<file path="src/rtl/rr_arbiter8.sv">
// Round-robin arbiter: 8 requesters, registered one-hot grant plus 3-bit index, grant locked until release.
// Optional macro ARB_TIMEOUT_EN revokes a grant held MAX_HOLD cycles and pulses timeout.
module rr_arbiter8 #(
  parameter int NREQ     = 8,
  parameter int MAX_HOLD = 16
) (
  input  logic            clk,
  input  logic            rst_n,
  input  logic            en,
  input  logic [NREQ-1:0] req,
  input  logic            done,
  output logic [NREQ-1:0] gnt,
  output logic [2:0]      gnt_idx,
  output logic            gnt_vld,
  output logic            timeout
);

  typedef enum logic {IDLE = 1'b0, GRANT = 1'b1} state_t;

  state_t          state_q, state_d;
  logic [2:0]      ptr_q, ptr_d;
  logic [2:0]      idx_q, idx_d;
  logic [NREQ-1:0] gnt_q, gnt_d;
  logic            timeout_q, timeout_d;
  logic            hold_hit;
  logic            release_c;
  logic [2:0]      pick_ptr;
  logic [2:0]      pick_idx;

  // First requester at or after p, wrapping 7->0.
  function automatic logic [2:0] rr_pick(input logic [7:0] r, input logic [2:0] p);
    logic [15:0] dbl;
    logic [7:0]  rot;
    logic [2:0]  off;
    dbl = {r, r};
    rot = dbl[p +: 8];
    off = 3'd0;
    for (int i = 7; i >= 0; i--) begin
      if (rot[i]) off = i[2:0];
    end
    return p + off;
  endfunction

`ifdef ARB_TIMEOUT_EN
  localparam int HW = (MAX_HOLD > 2) ? $clog2(MAX_HOLD) : 1;
  logic [HW-1:0] hold_q, hold_d;

  assign hold_hit = (hold_q == HW'(MAX_HOLD - 1));

  always_comb begin
    hold_d = hold_q;
    if (state_q == GRANT) hold_d = hold_q + 1'b1;
    if (gnt_d != 0 && (state_q == IDLE || release_c)) hold_d = '0;
  end

  always_ff @(posedge clk or negedge rst_n) begin
    if (!rst_n) hold_q <= '0;
    else        hold_q <= hold_d;
  end
`else
  assign hold_hit = 1'b0;
`endif

  assign release_c = (state_q == GRANT) && (done || !req[idx_q] || hold_hit);
  assign pick_ptr  = release_c ? idx_q + 3'd1 : ptr_q;
  assign pick_idx  = rr_pick(req, pick_ptr);

  always_comb begin
    state_d   = state_q;
    ptr_d     = ptr_q;
    idx_d     = idx_q;
    gnt_d     = gnt_q;
    timeout_d = 1'b0;
    case (state_q)
      IDLE: begin
        if (en && req != 0) begin
          state_d = GRANT;
          idx_d   = pick_idx;
          gnt_d   = NREQ'(1) << pick_idx;
        end
      end
      GRANT: begin
        if (release_c) begin
          ptr_d     = pick_ptr;
          // A timeout coinciding with any ordinary release is just a release.
          timeout_d = hold_hit && done == 1'b0 && req[idx_q];
          if (en && req != 0) begin
            idx_d = pick_idx;
            gnt_d = NREQ'(1) << pick_idx;
          end else begin
            state_d = IDLE;
            gnt_d   = '0;
          end
        end
      end
      default: state_d = IDLE;
    endcase
  end

  always_ff @(posedge clk or negedge rst_n) begin
    if (!rst_n) begin
      state_q   <= IDLE;
      ptr_q     <= 3'd0;
      idx_q     <= 3'd0;
      gnt_q     <= '0;
      timeout_q <= 1'b0;
    end else begin
      state_q   <= state_d;
      ptr_q     <= ptr_d;
      idx_q     <= idx_d;
      gnt_q     <= gnt_d;
      timeout_q <= timeout_d;
    end
  end

  assign gnt     = gnt_q;
  assign gnt_idx = idx_q;
  assign gnt_vld = |gnt_q;
  assign timeout = timeout_q;

endmodule

</file>
<file path="config.mk">
export PLATFORM = sky130hd
export DESIGN_NAME = rr_arbiter8
export DESIGN_NICKNAME = d
export VERILOG_FILES = /design/src/rtl/rr_arbiter8.sv
export SDC_FILE = /design/constraint.sdc
export NUM_CORES = 1
export LEC_CHECK = 0
export BUFFER_PORTS_ARGS = -buffer_cell sky130_fd_sc_hd__buf_4
export CORE_MARGIN = 5
export CORE_UTILIZATION = 55
export DETAILED_ROUTE_END_ITERATION = 6
export PLACE_DENSITY = 0.75
export RECOVER_POWER = 100
export SLEW_MARGIN = 25
export SYNTH_ARGS = -nofsm -noshare
export SYNTH_HDL_FRONTEND = slang
export SYNTH_SLANG_ARGS = --single-unit
</file>
<file path="constraint.sdc">
create_clock -name clk -period 5.1 [get_ports clk]
set_input_delay 0.765 -clock clk [delete_from_list [all_inputs] [get_ports clk]]
set_output_delay 0.765 -clock clk [all_outputs]
set_load 0.01 [all_outputs]
</file>
==> results.txt <==
Worst path cell trace: mux2i_1, a22o_2, o31ai_2, a21oi_4, inv_4, mux2i_1, mux2i_1, a21boi_0, o21ai_0, nor4_1, ha_1, inv_1, fa_1, or3_1, nor2_1, o2111ai_1, o211ai_2
Crit path max-delay family: compound AO/OA/AOI/OAI gates
Routed WL per cell: 17.05 um
FF-to-FF setup slack: 450 ps
Register Area: 375.4 um2
PortBufs: 23
Die X: 68.32 um
Setup Fix Bufs, Post-CTS: 0
Final Cycle Share: 0.9118
Hold EP: gnt[1]$_DFFE_PN0P_
Area growth, synth to finish: 7.090%
Mapped Nets: 236
Peak Freq: 215.1 MHz
Initial Utilization: 0.5650
Reg2reg start: gnt_idx[0]$_DFFE_PN0P_
Hold_buf cts: 0
Reg2Reg Depth: 17
# fillers: 318
Clk_lat worst skew: 280 ps
GRT Overall Usage: 0.2333
Worst-Margin Slew: 819.6 ps
Max Cap Viol: 0
Required @ worst endpoint: 5320 ps
Post-Layout Inst Area: 0.002003 mm2
Yosys top cell by area: dfrtp_1
Largest net degree at the start of global routing: 16
Core area: 0.003311 mm2
Startpoint Class: flop
Share of flip-flops with an asynchronous set or reset: 1.000
Synth area leaders: dfrtp_1 20%, nand2_1 6.8%, o211ai_2 6.7%, o2111ai_1 4.2%, o211ai_1 3.2%
Setup crit start: gnt_idx[0]$_DFFE_PN0P_
Inserted Diodes: 0
Initial DRC count: 197
Slowest stage cell, crit path: dfrtp_1
Flops & latches, synth: 15
Overflow after GRT: 0
Setup TNS: 0 ps
Multi-input gate area: 0.001345 mm2
Crit path arrival time: 4870 ps
Synth cell types: 67
HP Start: gnt[1]$_DFFE_PN0P_
CTS tree: yes
Ports: 25
Largest stage delay on the critical path: 660 ps
Resize count post-CTS: 0
Syn avg cell area: 8.464 um2
Post-DP Area: 0.002041 mm2
EDFF count, synth: 0
CP max FO: 14
Clk sinks: 15
Vias: 1890
H-tree levels: 1
Via density: 6.608
Reg2Reg Capture Point: gnt[2]$_DFFE_PN0P_
HP Class: flop to flop
Max Slew Vio Count: 0
Hold Vio Cnt, Final: 0
Router iterations before antenna repair: 5
Top cells by count, synth: 34 x nand2_1, 15 x dfrtp_1, 14 x nor2_1
Drt drc: 0
CTS clock-pin slew for the worst setup and hold paths: 100 ps
CTS Buffer Depth: 2
Dpl hpwl: 3.775 mm
Top-area cell type share of the netlist area: 0.2007
Post-Route WL: 4.876 mm
Post-Syn Area: 0.001871 mm2
Layout cell share with drive strength beyond 1: 0.1958
Setup Viol. Count Final: 0
Bufs and invs on worst path: 2
Die area: 0.004667 mm2
Worst clock skew: 4.869 ps
Post-synthesis sequential area ratio: 0.2007
Routability cong.: 0.9239
Synth warn: 0
RSZ-0062 raised after global routing: no
Final nets: 256
Post-synth top flop: dfrtp_1
Rows: 21
Post-layout minimum cycle time: 4650 ps
Vias in the first global route: 1677
Initial antenna violation count: 0
Slew HR: 0.4536
CTS Buf Count: 3
Routed Antenna Nets: 0
CTS root buf: clkbuf_4
Crit Path Category: flop to flop
CP endpoint kind: flop
Outcome: completed
Hold Path Stages: 2
First-pass GRT wire length: 8.252 mm
Syn Inst Count: 221
Most frequent cell after synthesis: nand2_1
Most frequent cell on the critical path: mux2i_1
Die Y: 68.32 um
==> per-stage QoR <==
| stage | worst slack (ps) | util | hold slack, ps | std cells |
|---|---|---|---|---|
| floorplan | 652.8 | - | 469.4 | 221 |
| global route | 74.45 | 0.6051 | 560.3 | 286 |
| detailed placement | 408.2 | 0.6164 | 517.4 | 282 |
| finish | 449.9 | 0.6051 | 525.8 | 286 |
| global placement | 466.4 | 0.6164 | 499.4 | 282 |
| CTS | 523.5 | 0.6255 | 314.2 | 286 |
==> placed cells by master, fill, tap and decap left out, types with 3 or more instances in the layout <==
cell | netlist | routed
nand2_1 | 34 | 34
dfrtp_1 | 15 | 15
nor2_1 | 14 | 14
buf_4 | 1 | 13
clkbuf_1 | 1 | 13
o211ai_1 | 8 | 9
o211ai_2 | 10 | 9
o2111ai_1 | 9 | 9
inv_1 | 7 | 7
nand3_1 | 7 | 7
a21oi_1 | 7 | 7
nor3_1 | 7 | 7
mux2i_1 | 5 | 5
nand2b_1 | 5 | 5
o21ai_0 | 5 | 5
nor4_1 | 5 | 5
a31oi_1 | 4 | 4
o211a_1 | 4 | 4
a211o_1 | 3 | 3
and3_1 | 3 | 3
nand4_1 | 3 | 3
o21a_1 | 3 | 3
clkbuf_4 | 0 | 3
==> registers in the layout, indices dropped and copies added, names as in the netlist <==
name,flops
state_q,1
ptr_q,3
gnt,8
gnt_idx,3
==> cell families (layout without fill, tap and decap cells) <==
kind of cell,Yosys count,after routing,share of synthesized area
AO/OA/AOI/OAI,76,76,0.3766
XOR/XNOR,3,3,0.01405
buffers and inverters,22,41,0.07290
adder cells (fa/ha/maj),3,3,0.02408
AND/OR/NAND/NOR,92,92,0.2515
multiplexers,9,9,0.05819
other,1,1,0.002005
flip-flops,15,15,0.2007
==> worst reg2reg max path, cell delays in order (launching register included) <==
cell and delay (ps):
dfrtp_1 660, mux2i_1 260, a22o_2 330, o31ai_2 430, a21oi_4 160, inv_4 130
mux2i_1 350, mux2i_1 170, a21boi_0 190, o21ai_0 110, nor4_1 300, ha_1 200
inv_1 50, fa_1 530, or3_1 400, nor2_1 110, o2111ai_1 130, o211ai_2 100
==> how the worst max path moves through the flow <==
stage	end	cells past startpoint	slack (ps)
global route	gnt[2]$_DFFE_PN0P_	17	70
finish	gnt[2]$_DFFE_PN0P_	17	450
CTS	gnt[2]$_DFFE_PN0P_	15	520
detailed placement	gnt[2]$_DFFE_PN0P_	16	410
global placement	gnt[2]$_DFFE_PN0P_	16	470
floorplan	gnt[4]$_DFFE_PN0P_	16	650
==> per-layer routing <==
layer	routed length, um	track usage
met1	2335	0.3589
met2	2148	0.3369
met3	362	0.05255
met4	29	0.02978
met5	0	0
==> area by class of cell <==
type	instances	area share
sequential	15	0.1874
clock buffer	3	0.01124
clock inverter	1	0.003748
multi-input combinational	184	0.6715
tap	46	0.02873
timing repair buffer	28	0.07808
inverter	9	0.01936
Power is left out: the tool's default activity adds up to more than one toggle a clock period on the data nets, which glitch-free logic cannot reach.
